`src/rtl/hdc_ss_pkg.sv`:
```
// Shared definitions for the segmented-shift bind/unbind blocks of the
// sparse binary HDC datapath. Both the binder and the unbinder import
// this package so they agree on state encoding and default geometry.
package hdc_ss_pkg;

    // Default hypervector geometry: 32 segments of 32 bits each.
    localparam int SS_LENGTH_SEGMENT = 32;
    localparam int SS_NB_OF_SEGMENTS = 32;
    localparam int SS_D              = SS_LENGTH_SEGMENT * SS_NB_OF_SEGMENTS;

    // Segment-streaming controller states shared by bind and unbind.
    typedef enum logic [2:0] {
        IDLE = 3'd0,
        REQ  = 3'd1,
        FIND = 3'd2,
        ROT  = 3'd3,
        OUT  = 3'd4,
        DONE = 3'd5
    } ss_state_e;

    // Width of an index addressing n items; never narrower than one bit.
    function automatic int ss_idx_width(input int n);
        if (n <= 2) begin
            return 1;
        end
        return $clog2(n);
    endfunction

endpackage : hdc_ss_pkg

```
`src/rtl/ss_index_encoder.sv`:
```
// One-hot to index priority encoder for a key segment.
// The lowest set bit wins; an all-zero vector encodes to index 0.
// With ONEHOT_CHECK_EN defined an extra flag reports whether the vector
// is exactly one-hot (neither zero nor multi-hot).
module ss_index_encoder
    import hdc_ss_pkg::*;
#(
    parameter int LENGTH_SEGMENT = SS_LENGTH_SEGMENT
) (
    input  logic [LENGTH_SEGMENT-1:0]               vec_i,
    output logic [ss_idx_width(LENGTH_SEGMENT)-1:0] idx_o
`ifdef ONEHOT_CHECK_EN
    ,
    output logic                                    onehot_o
`endif
);

    localparam int IW = ss_idx_width(LENGTH_SEGMENT);

    // Scan from the top down so the lowest set bit is the last one to
    // overwrite the index, giving lowest-bit priority.
    always_comb begin
        idx_o = '0;
        for (int i = LENGTH_SEGMENT - 1; i >= 0; i--) begin
            if (vec_i[i]) begin
                idx_o = IW'(i);
            end
        end
    end

`ifdef ONEHOT_CHECK_EN
    localparam logic [LENGTH_SEGMENT-1:0] ONE_L = LENGTH_SEGMENT'(1);

    // Exactly one bit set: nonzero, and clearing the lowest set bit
    // leaves nothing behind.
    assign onehot_o = (vec_i != '0) && ((vec_i & (vec_i - ONE_L)) == '0);
`endif

endmodule : ss_index_encoder

```
`src/rtl/unbind_ss_basic.sv`:
```
// Segmented-shift unbind for sparse binary HDC.
// Recovers the original hypervector one segment at a time: each bound
// segment is rotated right by the position of the set bit of the
// matching key segment. Segment pairs are pulled from the register bank
// with a request/ready handshake identical to the bind path.
//
// Optional feature, enabled by defining ONEHOT_CHECK_EN:
//   adds the key_error output, a sticky flag raised when a captured key
//   segment is not exactly one-hot. It clears on the next accepted start.
//   The datapath is unaffected (the lowest set bit is always used).
module unbind_ss_basic
    import hdc_ss_pkg::*;
#(
    parameter int D              = SS_D,
    parameter int LENGTH_SEGMENT = SS_LENGTH_SEGMENT,
    parameter int NB_OF_SEGMENTS = SS_NB_OF_SEGMENTS
) (
    input  logic                                    clk,
    input  logic                                    arst_n_in,
    input  logic                                    start_new_hv,
    input  logic [LENGTH_SEGMENT-1:0]               segment_hv_a,
    input  logic [LENGTH_SEGMENT-1:0]               segment_hv_b,
    input  logic                                    new_sgmnts_ready,
    output logic                                    sgmnt_request,
    output logic [LENGTH_SEGMENT-1:0]               segment_hv_output,
    output logic                                    out_sgmnt_ready,
    output logic [ss_idx_width(NB_OF_SEGMENTS)-1:0] segment_index,
    output logic                                    busy,
    output logic                                    hv_done
`ifdef ONEHOT_CHECK_EN
    ,
    output logic                                    key_error
`endif
);

    localparam int IW = ss_idx_width(LENGTH_SEGMENT);
    localparam int CW = ss_idx_width(NB_OF_SEGMENTS);

    // Geometry sanity: the rotator relies on modulo-2^n index wrap, so
    // the segment length must be a power of two.
    if (D != LENGTH_SEGMENT * NB_OF_SEGMENTS) begin : g_bad_d
        $error("unbind_ss_basic: D must equal LENGTH_SEGMENT*NB_OF_SEGMENTS");
    end
    if ((LENGTH_SEGMENT < 2) || ((LENGTH_SEGMENT & (LENGTH_SEGMENT - 1)) != 0)) begin : g_bad_len
        $error("unbind_ss_basic: LENGTH_SEGMENT must be a power of two >= 2");
    end
    if (NB_OF_SEGMENTS < 2) begin : g_bad_nb
        $error("unbind_ss_basic: NB_OF_SEGMENTS must be >= 2");
    end

    ss_state_e                 state_q;
    logic [CW-1:0]             cnt_q;
    logic [LENGTH_SEGMENT-1:0] a_q;
    logic [LENGTH_SEGMENT-1:0] b_q;
    logic [IW-1:0]             idx_q;
    logic [IW-1:0]             idx_d;
    logic [LENGTH_SEGMENT-1:0] rot_d;
    logic [LENGTH_SEGMENT-1:0] out_q;
    logic [CW-1:0]             seg_idx_q;
    logic                      req_q;
    logic                      out_rdy_q;
    logic                      busy_q;
    logic                      done_q;
    logic                      last_seg;

`ifdef ONEHOT_CHECK_EN
    logic                      onehot_d;
    logic                      key_err_q;
`endif

    // Key segment position lookup on the captured key.
    ss_index_encoder #(
        .LENGTH_SEGMENT (LENGTH_SEGMENT)
    ) u_index_encoder (
        .vec_i    (b_q),
        .idx_o    (idx_d)
`ifdef ONEHOT_CHECK_EN
        ,
        .onehot_o (onehot_d)
`endif
    );

    // Rotate right by the key position: bit i takes bit (i+idx) of the
    // bound segment, with the sum wrapping naturally in IW bits.
    for (genvar g = 0; g < LENGTH_SEGMENT; g++) begin : g_rot
        assign rot_d[g] = a_q[IW'(g) + idx_q];
    end

    assign last_seg = (cnt_q == CW'(NB_OF_SEGMENTS - 1));

    // Segment controller: one pass per segment through REQ, FIND, ROT and
    // OUT; every visible output is registered and updated on transitions.
    always_ff @(posedge clk or negedge arst_n_in) begin
        if (!arst_n_in) begin
            state_q   <= IDLE;
            cnt_q     <= '0;
            a_q       <= '0;
            b_q       <= '0;
            idx_q     <= '0;
            out_q     <= '0;
            seg_idx_q <= '0;
            req_q     <= 1'b0;
            out_rdy_q <= 1'b0;
            busy_q    <= 1'b0;
            done_q    <= 1'b0;
`ifdef ONEHOT_CHECK_EN
            key_err_q <= 1'b0;
`endif
        end else begin
            out_rdy_q <= 1'b0;
            done_q    <= 1'b0;
            case (state_q)
                IDLE: begin
                    if (start_new_hv) begin
                        state_q <= REQ;
                        cnt_q   <= '0;
                        busy_q  <= 1'b1;
                        req_q   <= 1'b1;
`ifdef ONEHOT_CHECK_EN
                        key_err_q <= 1'b0;
`endif
                    end
                end
                REQ: begin
                    if (new_sgmnts_ready) begin
                        a_q     <= segment_hv_a;
                        b_q     <= segment_hv_b;
                        req_q   <= 1'b0;
                        state_q <= FIND;
                    end
                end
                FIND: begin
                    idx_q   <= idx_d;
                    state_q <= ROT;
                end
                ROT: begin
                    out_q     <= rot_d;
                    seg_idx_q <= cnt_q;
                    out_rdy_q <= 1'b1;
                    state_q   <= OUT;
`ifdef ONEHOT_CHECK_EN
                    if (!onehot_d) begin
                        key_err_q <= 1'b1;
                    end
`endif
                end
                OUT: begin
                    if (last_seg) begin
                        state_q <= DONE;
                        busy_q  <= 1'b0;
                        done_q  <= 1'b1;
                    end else begin
                        cnt_q   <= cnt_q + CW'(1);
                        req_q   <= 1'b1;
                        state_q <= REQ;
                    end
                end
                DONE: begin
                    state_q <= IDLE;
                end
                default: begin
                    state_q <= IDLE;
                end
            endcase
        end
    end

    assign sgmnt_request     = req_q;
    assign segment_hv_output = out_q;
    assign out_sgmnt_ready   = out_rdy_q;
    assign segment_index     = seg_idx_q;
    assign busy              = busy_q;
    assign hv_done           = done_q;
`ifdef ONEHOT_CHECK_EN
    assign key_error         = key_err_q;
`endif

endmodule : unbind_ss_basic

```
`config.mk`:
```
export PLATFORM = sky130hd
export DESIGN_NAME = unbind_ss_basic
export DESIGN_NICKNAME = d
export VERILOG_FILES = /design/src/rtl/hdc_ss_pkg.sv /design/src/rtl/ss_index_encoder.sv /design/src/rtl/unbind_ss_basic.sv
export SDC_FILE = /design/constraint.sdc
export NUM_CORES = 1
export LEC_CHECK = 0
export ABC_CLOCK_PERIOD_IN_PS = 8600
export CAP_MARGIN = 20
export CORE_ASPECT_RATIO = 0.9
export CORE_MARGIN = 10
export CORE_UTILIZATION = 40
export DETAILED_ROUTE_END_ITERATION = 10
export PLACE_DENSITY = 0.68
export RECOVER_POWER = 50
export SETUP_SLACK_MARGIN = 0.05
export SLEW_MARGIN = 0
export SYNTH_ARGS = -nofsm -noshare
export SYNTH_HDL_FRONTEND = slang
export SYNTH_SLANG_ARGS = --single-unit
```
`constraint.sdc`:
```
create_clock -name clk -period 8.6 [get_ports clk]
set_input_delay 1.72 -clock clk [delete_from_list [all_inputs] [get_ports clk]]
set_output_delay 1.72 -clock clk [all_outputs]
set_load 0.01 [all_outputs]
```
Yosys cells after proc, flatten, opt, wreduce, memory -nomap -nowiden. Index checks and enable logic that the tools add are counted.

Register bits after elaboration: 118. Input bits: 68. Output and inout bits: 41. Logic and storage cells: 204.

Add/subtract/negate cells: 32. $lt $le $gt $ge: 32. Equality and inequality tests: 9. Multiplexer cells: 112. Reductions and logical operators: 8.

Operators with widths (count): $lt 5x6->1 const B (32); $mux 5 (34); $bmux 1 s5 (32); $add 5x5->5 const A (16); $add 4x5->5 const A (8); $mux 1 (39); $add 3x5->5 const A (4); $pmux 3 s5 (1); $add 2x5->5 const A (2); $pmux 5 s2 (1); $mux 3 (3); $ne 2x2->1 const B (4); $eq 3x2->1 const B (2); $reduce_and 3->1 (2); $add 1x5->5 const A (1); $add 5x1->5 const B (1); $eq 5x5->1 const B (1); $reduce_and 2->1 (2); $reduce_and 4->1 (1); $eq 3x1->1 const B (1); $eq 3x3->1 const B (1); $logic_not 3->1 (1); $pmux 1 s3 (1); $reduce_bool 3->1 (1); other kinds (2) (2).

Depth between registers and ports, before layout.
Depth after elaboration: 32. Depth in mapped cells: 13. Gate-level depth less buffers: 8.

By module. From an unflattened synthesis, not the netlist that was laid out.

Cells, all modules: 639. Area total of the unflattened synthesis: 7557.2 µm².

By module, submodules not included: unbind_ss_basic (times used 1, cells an instance 576, area an instance 7191.9 µm², seq. area each 2952.8 µm²); ss_index_encoder (times used 1, cells an instance 63, area an instance 365.4 µm², seq. area each 0.0 µm²).

Least setup slack after synthesis. No wires, ideal clock.

Path type: reg2reg. From: reg idx_q[0]. To: reg out_q[27], in the netlist segment_hv_output[27]. Library setup time: 0.132 ns. Arrival: 3.010 ns. Required time: 8.468 ns. Path slack: 5.458 ns. Cell stages (with the launch flop): 13. Buffers on the path: 6. Clock period less this slack: 3.142 ns. Cell sequence: dfrtp_1 buf_2 buf_6 buf_2 inv_2 clkbuf_1 ha_1 buf_4 buf_4 mux4_2 mux4_2 mux2i_1 o21ai_1.

Cells in the longest elaborated chain, start to end: 3.

Ends and longest elaborated chain: start: declaration (line unbind_ss_basic.sv:55) `logic [IW-1:0] idx_q;`; start signal: assignment (line unbind_ss_basic.sv:133) `idx_q <= idx_d;`; $add 5x5->5 (line unbind_ss_basic.sv:86) `assign rot_d[g] = a_q[IW'(g) + idx_q];`; $bmux 1 s5 (line unbind_ss_basic.sv:86); $mux 1 (not written as such) (line unbind_ss_basic.sv:86); end signal: assignment (line unbind_ss_basic.sv:137) `out_q <= rot_d;`; end: declaration (line unbind_ss_basic.sv:58) `logic [LENGTH_SEGMENT-1:0] out_q;`.

Every way passes these cells. The select of a mux whose other input is x is not followed. A chain may end at the register's enable or synchronous reset.

Worst setup path in the final report.
From: reg idx_q[0]. To: reg out_q[19], in the netlist segment_hv_output[19].

The elaborated chain is that of the path after synthesis.

==> results.md <==
- Crit path arrival time: 5.47 ns
- Synth Area in Compound Gates: 8.76%
- Largest family of logic cells by synthesized area: multiplexers
- Wire length of the first global-routing pass: 32.0 mm
- Synth Area per Inst: 11.6 um^2
- Seq cells post-synth: 118
- All-Layer GR Usage: 15.6%
- Final instance area: 9460 um^2
- Fin cells: 1005
- # clock sinks: 118
- CTS root buf: clkbuf_16
- PD cells: 428 nW/um^2
- Worst stage delay on the critical path: 1.75 ns
- Top-Level Pins: 109
- Critical R2R Launch: idx_q[0]
- Min-Delay Path Class: reg2reg
- Final core occ: 50.9%
- Synth area leaders: dfrtp_1 39%, mux4_2 19%, mux2i_1 5.5%, nand2_1 4.9%, mux2_2 4.3%
- Run status: complete, but fails checks
- Layout area overhead: 23.9%
- DP Area: 8880 um^2
- WL final: 18.9 mm
- Initial Util: 41.1%
- Post-CTS resize count: 0
- Crit start category: flop
- Placer Congestion: 0.848
- Post-synth cell types: 45
- Setup CP Type: reg2reg
- Dpl hpwl: 13.9 mm
- Tot Pwr: 4.05 mW
- Core Area: 18600 um^2
- Critical Path Start: idx_q[0]
- Mux contribution to synthesized area: 35.3%
- H-tree depth: 4
- Worst vdd ir: 0.216 mV
- Worst-path cell chain: clkbuf_1, inv_2, ha_1, mux4_2, mux4_2, mux2i_1, o21ai_1
- Register Area: 2960 um^2
- CTS Buf Count: 17
- Die Span Y: 151 um
- First drt pass iteration count: 5
- Vias: 5695
- Initial antenna violation count: 0
- Mapped Nets: 738
- XOR/XNOR Fraction of Synth Area: 2.75%
- Maxcap violations: 3
- Initial drt markers: 409
- Worst-path clk slew: 0.05 ns
- Final count of hold timing violations: 0
- Final TNS setup: 0 ns
- YS warnings: 0
- Achievable frequency: 0.190 GHz
- Final setup fails: 0
- Hold wc startpoint: segment_hv_output[18]
- Failing checks: capacitance limit, slew limit
- Vias per cell: 5.67
- Setup bufs post-CTS: 0
- Static Leak: 3.82 nW
- Most frequent CP cell: mux4_2
- Core Rows: 47
- Final min period: 5.25 ns
- CP delay by family, top: buffers and inverters
- Layout cells sized above 1: 19.1%
- Wire per inst: 18.8 um
- Placed Cells: 974
- Die W: 166 um
- Worst-Skew Late Latency: 0.43 ns
- Hold buffer count at CTS: 0
- CTS tree: done
- IO buf count: 108
- Antenna diodes: 0
- Yosys top cell by area: dfrtp_1
- Routed Antenna Nets: 0
- Largest net degree at the start of global routing: 74
- Headroom to the max-slew limit: -76.6%
- Buf+Inv Stages, Crit Path: 2
- Peak fanout along the critical path: 42
- Fillers: 1712
- Vias in the first global route: 5861
- Post-route clock skew: 0.00762 ns
- Synth Area in Simple Gates: 8.57%
- Worst-margin pin slew: 2.65 ns
- Multi-input gate area in the final layout: 4420 um^2
- Max clock buf depth: 2
- Critical Path Sink Type: flop
- Max Slew Vio Count: 162
- Nets@finish: 830
- Sequential share of the synthesized area: 38.7%
- Mapped Area: 7640 um^2
- DIE AREA: 25000 um^2
- Slowest CP cell: clkbuf_1
- Gate Count Post-Synth: 656
- Unrepaired setup endpoints after global routing: no
- DRC: 0
- Req. time, crit path: 8.81 ns
- Overflow after GRT: 0
- Adder-Cell Fraction of Synth Area: 2.29%
- Final period util: 61.1%
- Share of the synthesized area in the top cell type: 38.7%
==> worst register-to-register path, cell delays in order (launching register included) <==
cell and delay [ns]:
dfrtp_2 0.33, clkbuf_1 1.75, inv_2 0.50, ha_1 1.04, mux4_2 0.65, mux4_2 0.53
mux2i_1 0.18, o21ai_1 0.07
==> cells by family after synthesis <==
kind of cell,after synthesis
simple gates,153
xor+xnor,24
fa+ha+maj,14
compound gates,115
flops,118
buf+inv,61
mux,171
==> synth_stat cells <==
cell	instances
nand3_1	2
nor4_1	7
or2_1	2
dfrtp_1	118
o21a_1	1
nor3_1	7
xor2_1	10
and3_1	2
mux4_4	6
nand3b_1	1
inv_2	3
o22ai_1	12
o31ai_1	9
a21oi_1	23
ha_1	14
o21ai_1	29
a21o_1	1
or4_1	3
xnor2_1	14
clkbuf_1	24
mux2_2	29
nand2b_1	3
a22o_1	6
mux4_2	66
or2_2	2
buf_4	4
a31oi_1	3
o41ai_1	1
buf_2	8
o21bai_1	1
nor2b_1	2
a211oi_1	2
mux2_1	28
nand2_1	99
nor2_1	21
buf_6	3
and4b_1	1
or3_1	1
inv_1	17
o221ai_1	2
a22oi_1	1
buf_1	2
a2111oi_0	1
o21ai_0	23
mux2i_1	42
==> area by class of cell <==
class                           count  share of cell area [%]
Inverter                           20                   0.793
Tap cell                          245                    3.24
Clock buffer                       18                    4.64
Sequential cell                   118                    31.2
Timing Repair Buffer              114                    11.8
Clock inverter                     13                    1.67
Multi-Input combinational cell    477                    46.7
==> cell usage in the layout (no fill, tap or decap), drive strengths merged, types with 2 or more instances in the layout <==
master,instances
bufinv,3
ha,14
nand2,99
nor2,21
a31oi,3
mux2,57
a21oi,23
a211oi,2
nand3,2
clkinv,6
nor2b,2
or2,4
dfrtp,118
dlygate4sd3,2
o21ai,52
mux2i,42
nor4,7
or4,3
o22ai,12
inv,20
and3,2
xor2,10
o221ai,2
buf,4
a22o,6
xnor2,14
mux4,72
clkdlybuf4s50,105
clkbuf,21
clkinvlp,4
nor3,7
nand2b,3
o31ai,9
==> flip-flops by register name, summed over array words and instances, names as in the netlist <==
name and cells:
hv_done 1, segment_index 5, sgmnt_request 1, state_q 3
a_q 32, cnt_q 5, out_sgmnt_ready 1, idx_q 5
b_q 32, segment_hv_output 32, busy 1
==> worst paths after layout <==
check / end / slack (ns) / depth (start not counted)
worst max-delay path: segment_hv_output[19] / 3.35 / 7
worst min-delay path: segment_hv_output[18] / 0.48 / 2
worst max register to register: segment_hv_output[19] / 3.35 / 7
worst min register to register: segment_hv_output[18] / 0.48 / 2
max in group asynchronous: idx_q[0] / 4.50 / 2
min in group asynchronous: segment_index[2] / 2.06 / 1
==> per-layer routing <==
layer  vias up  track usage [%]  share of wire, %
li1       2646                -                 -
met1      2844             21.8                47
met2       189             23.2                45
met3        16             4.64               7.7
met4         0             4.20              0.85
met5         -                0                 0
==> where the power goes <==
group / total [mW] / switching [mW] / internal, mW
combinational: 2.24 / 1.06 / 1.18
clock: 0.722 / 0.264 / 0.459
sequential: 1.09 / 0.290 / 0.803
==> metrics by stage <==
stage / setup WS, ns / hold WS [ns]
4_1_cts: 5.02 / 0.481
5_1_grt: 2.68 / 0.505
3_3_place_gp: 4.89 / 0.463
2_1_floorplan: 5.46 / 0.482
6_report: 3.35 / 0.475
3_5_place_dp: 4.86 / 0.466
(Power assumes the default switching activity.)
